**config.mk**
```make
export PLATFORM = sky130hd
export DESIGN_NAME = snn_conv_pe_seq_flat
export DESIGN_NICKNAME = d
export VERILOG_FILES = /design/src/rtl/snn_conv_pe_if.sv /design/src/rtl/snn_conv_pe_seq.sv /design/src/flat_wrapper.sv
export SDC_FILE = /design/constraint.sdc
export NUM_CORES = 1
export LEC_CHECK = 0
export BUFFER_PORTS_ARGS = -buffer_cell sky130_fd_sc_hd__buf_2
export CAP_MARGIN = 30
export CORE_MARGIN = 2
export CORE_UTILIZATION = 50
export DETAILED_ROUTE_END_ITERATION = 7
export GPL_ROUTABILITY_DRIVEN = 0
export GPL_TIMING_DRIVEN = 0
export PLACE_DENSITY_LB_ADDON = 0.12
export SLEW_MARGIN = 20
export SYNTH_ARGS = -nofsm -noshare
export SYNTH_HDL_FRONTEND = slang
export SYNTH_SLANG_ARGS = --single-unit
```
**constraint.sdc**
```tcl
create_clock -name clk -period 12.1 [get_ports clk]
set_input_delay 1.21 -clock clk [delete_from_list [all_inputs] [get_ports clk]]
set_output_delay 1.21 -clock clk [all_outputs]
set_load 0.005 [all_outputs]
```
**src/rtl/snn_conv_pe_if.sv**
```systemverilog
// Packet interface of the spiking-CNN processing element: an input packet
// channel and an output packet channel, both valid/ready.
interface snn_conv_pe_if #(
    parameter int PKT_W = 29,
    parameter int OUT_W = 14
);
    // Both channels: a beat transfers on a rising clk edge where valid && ready.
    // A sender keeps valid and data stable until that edge.
    logic             in_valid;
    logic             in_ready;
    logic [PKT_W-1:0] in_data;
    logic             out_valid;
    logic             out_ready;
    logic [OUT_W-1:0] out_data;

    modport master (
        output in_valid, in_data, out_ready,
        input  in_ready, out_valid, out_data
    );

    modport slave (
        input  in_valid, in_data, out_ready,
        output in_ready, out_valid, out_data
    );
endinterface

```
**src/rtl/snn_conv_pe_seq.sv**
```systemverilog
// Sequential spiking-CNN processing element: loads a KxK filter, accumulates one
// binary window per timestep and fires on threshold. Optional leak: PE_LEAK_EN.
module snn_conv_pe_seq #(
    parameter int FILTER_WIDTH  = 8,
    parameter int KERNEL        = 3,
    parameter int NUM_TS        = 2,
    parameter int RESIDUE_WIDTH = 12,
    parameter int THRESHOLD     = 64,
    parameter int LEAK          = 1,
    parameter int TS_W          = $clog2(NUM_TS),
    parameter int ROW_W         = $clog2(KERNEL) + 1,
    parameter int PAYLOAD_W     = (KERNEL*FILTER_WIDTH > KERNEL*KERNEL) ?
                                  KERNEL*FILTER_WIDTH : KERNEL*KERNEL,
    parameter int PKT_W         = PAYLOAD_W + 1 + ROW_W + TS_W
) (
    input  logic         clk,
    input  logic         rst_n,
    snn_conv_pe_if.slave pe,
    output logic         err_ts,
    output logic [2:0]   dbg_state
);
    localparam int TAPS  = KERNEL * KERNEL;
    localparam int TAP_W = $clog2(TAPS + 1);
    localparam logic [RESIDUE_WIDTH-1:0] RES_MAX = '1;
    localparam logic [RESIDUE_WIDTH-1:0] THR     = RESIDUE_WIDTH'(THRESHOLD);

    typedef enum logic [2:0] {
        ST_LOAD = 3'd0,
        ST_WAIT = 3'd1,
        ST_ACC  = 3'd2,
        ST_FIRE = 3'd3,
        ST_OUT  = 3'd4
    } state_t;

    state_t                    state;
    logic [KERNEL-1:0]         mask;
    logic [FILTER_WIDTH-1:0]   weights [TAPS];
    logic [TAPS-1:0]           spikes;
    logic [TAP_W-1:0]          tap;
    logic [RESIDUE_WIDTH-1:0]  acc;
    logic [RESIDUE_WIDTH-1:0]  residue;
    logic [TS_W-1:0]           exp_ts;
    logic [TS_W-1:0]           cur_ts;

    logic [TS_W-1:0]           pkt_ts;
    logic [ROW_W-1:0]          pkt_row;
    logic                      pkt_filter;
    logic [PAYLOAD_W-1:0]      pkt_payload;
    logic                      in_fire;
    logic [KERNEL-1:0]         row_bit;
    logic                      row_ok;
    logic [RESIDUE_WIDTH:0]    acc_sum;
    logic [RESIDUE_WIDTH-1:0]  acc_next;
    logic [RESIDUE_WIDTH-1:0]  residue_in;
    logic [RESIDUE_WIDTH:0]    v_sum;
    logic [RESIDUE_WIDTH-1:0]  v_sat;
    logic                      fire;
    logic [RESIDUE_WIDTH-1:0]  res_next;

    assign pkt_ts      = pe.in_data[TS_W-1:0];
    assign pkt_row     = pe.in_data[TS_W +: ROW_W];
    assign pkt_filter  = pe.in_data[TS_W+ROW_W];
    assign pkt_payload = pe.in_data[PKT_W-1 -: PAYLOAD_W];
    assign in_fire     = pe.in_valid && pe.in_ready;
    assign dbg_state   = state;

    // One-hot row decode; rows outside 1..K decode to zero and are dropped.
    always_comb begin
        row_bit = '0;
        for (int r = 0; r < KERNEL; r++) begin
            row_bit[r] = (pkt_row == ROW_W'(r + 1));
        end
        row_ok = |row_bit;
    end

    always_comb begin
        acc_sum  = {1'b0, acc} + (RESIDUE_WIDTH+1)'(weights[tap]);
        acc_next = acc;
        if (spikes[tap]) begin
            acc_next = acc_sum[RESIDUE_WIDTH] ? RES_MAX : acc_sum[RESIDUE_WIDTH-1:0];
        end
    end

    // The first timestep of an inference starts from an empty membrane.
`ifdef PE_LEAK_EN
    localparam logic [RESIDUE_WIDTH-1:0] LEAK_R = RESIDUE_WIDTH'(LEAK);
    always_comb begin
        residue_in = '0;
        if (cur_ts != '0) begin
            residue_in = (residue >= LEAK_R) ? residue - LEAK_R : '0;
        end
    end
`else
    logic unused_leak;
    assign unused_leak = (LEAK != 0);
    always_comb begin
        residue_in = '0;
        if (cur_ts != '0) begin
            residue_in = residue;
        end
    end
`endif

    always_comb begin
        v_sum    = {1'b0, residue_in} + {1'b0, acc};
        v_sat    = v_sum[RESIDUE_WIDTH] ? RES_MAX : v_sum[RESIDUE_WIDTH-1:0];
        fire     = (v_sat >= THR);
        res_next = fire ? v_sat - THR : v_sat;
    end

    // Weight storage needs no reset: the row mask gates its use.
    always_ff @(posedge clk) begin
        if (in_fire && pkt_filter) begin
            for (int r = 0; r < KERNEL; r++) begin
                if (row_bit[r]) begin
                    for (int c = 0; c < KERNEL; c++) begin
                        weights[r*KERNEL + c] <=
                            pkt_payload[(KERNEL-c)*FILTER_WIDTH-1 -: FILTER_WIDTH];
                    end
                end
            end
        end
    end

    always_ff @(posedge clk or negedge rst_n) begin
        if (!rst_n) begin
            state        <= ST_LOAD;
            mask         <= '0;
            spikes       <= '0;
            tap          <= '0;
            acc          <= '0;
            residue      <= '0;
            exp_ts       <= '0;
            cur_ts       <= '0;
            pe.in_ready  <= 1'b1;
            pe.out_valid <= 1'b0;
            pe.out_data  <= '0;
            err_ts       <= 1'b0;
        end else begin
            case (state)
                ST_LOAD: begin
                    if (in_fire) begin
                        if (!pkt_filter) begin
                            err_ts <= 1'b1;
                        end else if (row_ok) begin
                            mask <= mask | row_bit;
                            if ((mask | row_bit) == '1) begin
                                state <= ST_WAIT;
                            end
                        end
                    end
                end
                ST_WAIT: begin
                    if (in_fire) begin
                        if (pkt_filter) begin
                            // A new filter row starts a fresh inference.
                            if (row_ok) begin
                                mask    <= row_bit;
                                residue <= '0;
                                exp_ts  <= '0;
                                state   <= (row_bit == '1) ? ST_WAIT : ST_LOAD;
                            end
                        end else if (pkt_ts == exp_ts) begin
                            spikes      <= pkt_payload[TAPS-1:0];
                            cur_ts      <= pkt_ts;
                            acc         <= '0;
                            tap         <= '0;
                            pe.in_ready <= 1'b0;
                            state       <= ST_ACC;
                        end else begin
                            err_ts <= 1'b1;
                        end
                    end
                end
                ST_ACC: begin
                    acc <= acc_next;
                    if (tap == TAP_W'(TAPS - 1)) begin
                        state <= ST_FIRE;
                    end else begin
                        tap <= tap + 1'b1;
                    end
                end
                ST_FIRE: begin
                    residue      <= res_next;
                    pe.out_data  <= {res_next, fire, cur_ts};
                    pe.out_valid <= 1'b1;
                    state        <= ST_OUT;
                end
                ST_OUT: begin
                    if (pe.out_valid && pe.out_ready) begin
                        pe.out_valid <= 1'b0;
                        exp_ts       <= (cur_ts == TS_W'(NUM_TS - 1)) ? '0 : cur_ts + 1'b1;
                        pe.in_ready  <= 1'b1;
                        state        <= ST_WAIT;
                    end
                end
                default: begin
                    state <= ST_LOAD;
                end
            endcase
        end
    end
endmodule
```
**src/flat_wrapper.sv**
```systemverilog
// flat-port wrapper written by rule: the top's interface ports become plain ports
module snn_conv_pe_seq_flat 
#(
    parameter int FILTER_WIDTH  = 8,
    parameter int KERNEL        = 3,
    parameter int NUM_TS        = 2,
    parameter int RESIDUE_WIDTH = 12,
    parameter int THRESHOLD     = 64,
    parameter int LEAK          = 1,
    parameter int TS_W          = $clog2(NUM_TS),
    parameter int ROW_W         = $clog2(KERNEL) + 1,
    parameter int PAYLOAD_W     = (KERNEL*FILTER_WIDTH > KERNEL*KERNEL) ?
                                  KERNEL*FILTER_WIDTH : KERNEL*KERNEL,
    parameter int PKT_W         = PAYLOAD_W + 1 + ROW_W + TS_W
)
  (clk, rst_n, err_ts, dbg_state, pe_in_valid, pe_in_data, pe_out_ready, pe_in_ready, pe_out_valid, pe_out_data);
  snn_conv_pe_if #(.PKT_W(PKT_W)) pe_i ();
  input  logic clk;
  input  logic rst_n;
  output logic err_ts;
  output logic [2:0] dbg_state;
  input wire logic [$bits(pe_i.in_valid)-1:0] pe_in_valid;
  input wire logic [$bits(pe_i.in_data)-1:0] pe_in_data;
  input wire logic [$bits(pe_i.out_ready)-1:0] pe_out_ready;
  output wire logic [$bits(pe_i.in_ready)-1:0] pe_in_ready;
  output wire logic [$bits(pe_i.out_valid)-1:0] pe_out_valid;
  output wire logic [$bits(pe_i.out_data)-1:0] pe_out_data;
  assign pe_i.in_valid = pe_in_valid;
  assign pe_i.in_data = pe_in_data;
  assign pe_i.out_ready = pe_out_ready;
  assign pe_in_ready = pe_i.in_ready;
  assign pe_out_valid = pe_i.out_valid;
  assign pe_out_data = pe_i.out_data;
  snn_conv_pe_seq #(.FILTER_WIDTH(FILTER_WIDTH), .KERNEL(KERNEL), .NUM_TS(NUM_TS), .RESIDUE_WIDTH(RESIDUE_WIDTH), .THRESHOLD(THRESHOLD), .LEAK(LEAK), .TS_W(TS_W), .ROW_W(ROW_W), .PAYLOAD_W(PAYLOAD_W), .PKT_W(PKT_W)) u_core (.clk(clk), .rst_n(rst_n), .pe(pe_i), .err_ts(err_ts), .dbg_state(dbg_state));
endmodule
```
==> run metrics <==
status finished clean; TNS Setup 0 ps; vias in the first global route 4783; final setup fails 0; Die Wd 121 microns; CTS tree done; slack of the critical path 7290 ps; CP arrival 5080 ps; cell count after synthesis 588; Die H 121 microns; final net count 720; slowest library cell on the worst path buf_1; worst slew margin relative to its limit 40.6%; ant diodes 0; via count 4824; asr flop ratio synth 46.3%; most frequent cell after synthesis nand2_1; Max-cap violations 0; Critical Path End Type flip-flop; yosys warns 0; Detailed Routing Iterations Pass 1 5; Starting Density 51.5%; commonest cells in the netlist nand2_1, edfxtp_1, dfrtp_1; ANT nets after route 0; number of synthesized flops with an enable pin 72; fin crit share 39.7%; GR Overflow Total 0; Synth Area in Simple Gates 14.5%; drt total wl 14.7 mm; post-synth top area share 31.6%; Crit Path Max Fanout 10; DRC 0; first-pass GRT wire length 23.9 mm; Clock transition at path regs 60 ps; post-synthesis compound-gate area fraction 14.3%; Layout area overhead 16.9%; dpl ws 7120 ps; delay-heaviest family, CP compound AO/OA/AOI/OAI gates; Final min period 4810 ps; crit path buf inv count 3; xor-xnor portion of the synthesized cell area 2.17%; DRT iter0 DRCs 364; Cell Area, Synth 6850 sq um; register area share after synthesis 54.2%; Max Freq 208 MHz; Critical Path RT 12370 ps; Cell Chain, Critical Path buf_1 -> clkbuf_1 -> mux4_2 -> mux2i_1 -> o21ai_0 -> ha_1 -> fa_1 -> a21o_1 -> a21oi_1 -> o21ba_2 -> o31ai_1 -> a21o_1 -> buf_1 -> o311ai_0 -> a22oi_1; Adder-Cell Fraction of Synth Area 4.97%; # resized after CTS 0; power per cell area 128 nW/um^2; CP Launch Type flip-flop; Final Skew 10.7 ps; Leak 3.46 nW; Core Area 13300 sq um; postcts setup bufs 0; CTS max path bufs 2; maximum vdd ir drop 0.000111 V; Syn Area/Cell 11.6 sq um; DP HPWL 10.6 mm; Slowest Stage Delay on Critical Path 620 ps; Placement Rows 42; IO Port Bufs 52; initial antenna violation count 0; hold_buf cts 0; gr usage total 21.3%; CTS buffer count 17; FILL cells 1081; mux cell area share after synthesis 7.25%; CTS root buf clkbuf_16; Wirelength per Cell 17.2 microns; worst hold path type flip-flop to flip-flop; top post-synthesis cells by area edfxtp_1, dfrtp_1, mux4_2; H-tree Lvls 4; largest net degree at the start of global routing 55; largest family of logic cells by synthesized area simple AND/OR/NAND/NOR gates; die footprint 14600 sq um; unrepaired setup endpoints after global routing false; top_reg_cell synth edfxtp_1; synthesis-stage register bit count 134; Synth area leader edfxtp_1; clock sink total 134; Netlist cell types 75; Setup CP Type flip-flop to flip-flop; final hold vios 0; syn_nets 647; share of cells above drive strength 1 19.6%; worst slew pin tran 891 ps; clock latency at the later pin of the worst-skew pair 420 ps; vias per cell 5.68; max-slew violation count 0; Top Ports 53
[power by group]
part / internal, W / total [W] / switching [W] / leakage (nW)
Combinational: 0.00000557 / 0.0000161 / 0.0000105 / 1.73
Sequential: 0.000482 / 0.000482 / 0 / 1.44
Clock: 0.000313 / 0.000527 / 0.000215 / 0.297
[metal layers]
metal	GRT usage, %	up-vias	routed length, microns
met5	0	-	0
met2	33.7	98	7070
met3	3.85	22	514
met4	9.16	0	345
li1	-	2340	-
met1	28.8	2364	6730
[metrics by stage]
step                power (W)  util [%]  cell area, sq um  hold slack (ps)  std cells
finish                0.00103      60.2              8010              463        850
CTS                   0.00104      60.1              7990              472        849
floorplan            0.000492         -              6850              439        588
detailed placement   0.000507      55.5              7380              457        817
global route          0.00106      60.2              8010              497        850
global placement     0.000505      55.1              7330              453        816
[registers in the layout (all words and copies together), names as in the netlist]
name                 count
u_core.cur_ts            1
u_core.weights          72
u_core.spikes            9
u_core.pe.out_valid      1
u_core.dbg_state         3
u_core.mask              3
u_core.pe.out_data      14
u_core.err_ts            1
u_core.tap               4
u_core.pe.in_ready       1
u_core.exp_ts            1
u_core.residue          12
u_core.acc              12
[path summary, 6_finish.rpt]
path	startpoint	endpoint	slack (ps)	cells after the start
max	u_core.tap[1]	u_core.acc[11]	7290	15
min	u_core.err_ts	u_core.err_ts	460	1
max reg2reg	u_core.tap[1]	u_core.acc[11]	7290	15
min reg2reg	u_core.err_ts	u_core.err_ts	460	1
max in group asynchronous	rst_n	u_core.pe.in_ready	10940	2
min in group asynchronous	rst_n	u_core.pe.out_data[11]	620	1
[area by class of cell]
cell class | count | area [sq um] | area share, %
buffer | 24 | 121 | 1.52
clock buffer | 17 | 425 | 5.31
clock inverter | 15 | 188 | 2.34
inverter | 14 | 52.6 | 0.656
multi-input combinational | 416 | 2980 | 37.2
sequential | 134 | 3710 | 46.4
tap | 176 | 220 | 2.75
timing repair buffer | 54 | 302 | 3.77
[kinds of logic (layout without fill, tap and decap cells)]
| kind of cell | count (synthesis) | after routing |
|---|---|---|
| mux | 27 | 27 |
| fa+ha+maj | 26 | 26 |
| flops | 134 | 134 |
| xor+xnor | 17 | 17 |
| compound gates | 145 | 145 |
| buf+inv | 38 | 124 |
| simple gates | 201 | 201 |
[placed cells by master, fill, tap and decap left out, types with 5 or more instances in the layout]
cell / netlist / final
a21o_1: 16 / 16
a21oi_1: 37 / 37
a31oi_1: 9 / 9
and2_1: 18 / 18
buf_1: 5 / 5
buf_2: 2 / 53
clkbuf_1: 11 / 11
clkbuf_16: 0 / 17
dfrtp_1: 61 / 61
edfxtp_1: 72 / 72
ha_1: 24 / 24
inv_1: 14 / 14
inv_6: 0 / 6
mux2i_1: 8 / 8
mux4_2: 18 / 18
nand2_1: 87 / 87
nand3_1: 10 / 10
nand3b_1: 5 / 5
nand4_1: 5 / 5
nor2_1: 32 / 30
nor2b_1: 8 / 7
nor3_1: 10 / 10
o21a_1: 8 / 8
o21ai_0: 33 / 33
o21bai_1: 5 / 5
o31ai_1: 5 / 5
xnor2_1: 12 / 12
xor2_1: 5 / 5
No activity file was read; power rests on OpenSTA's default activity.
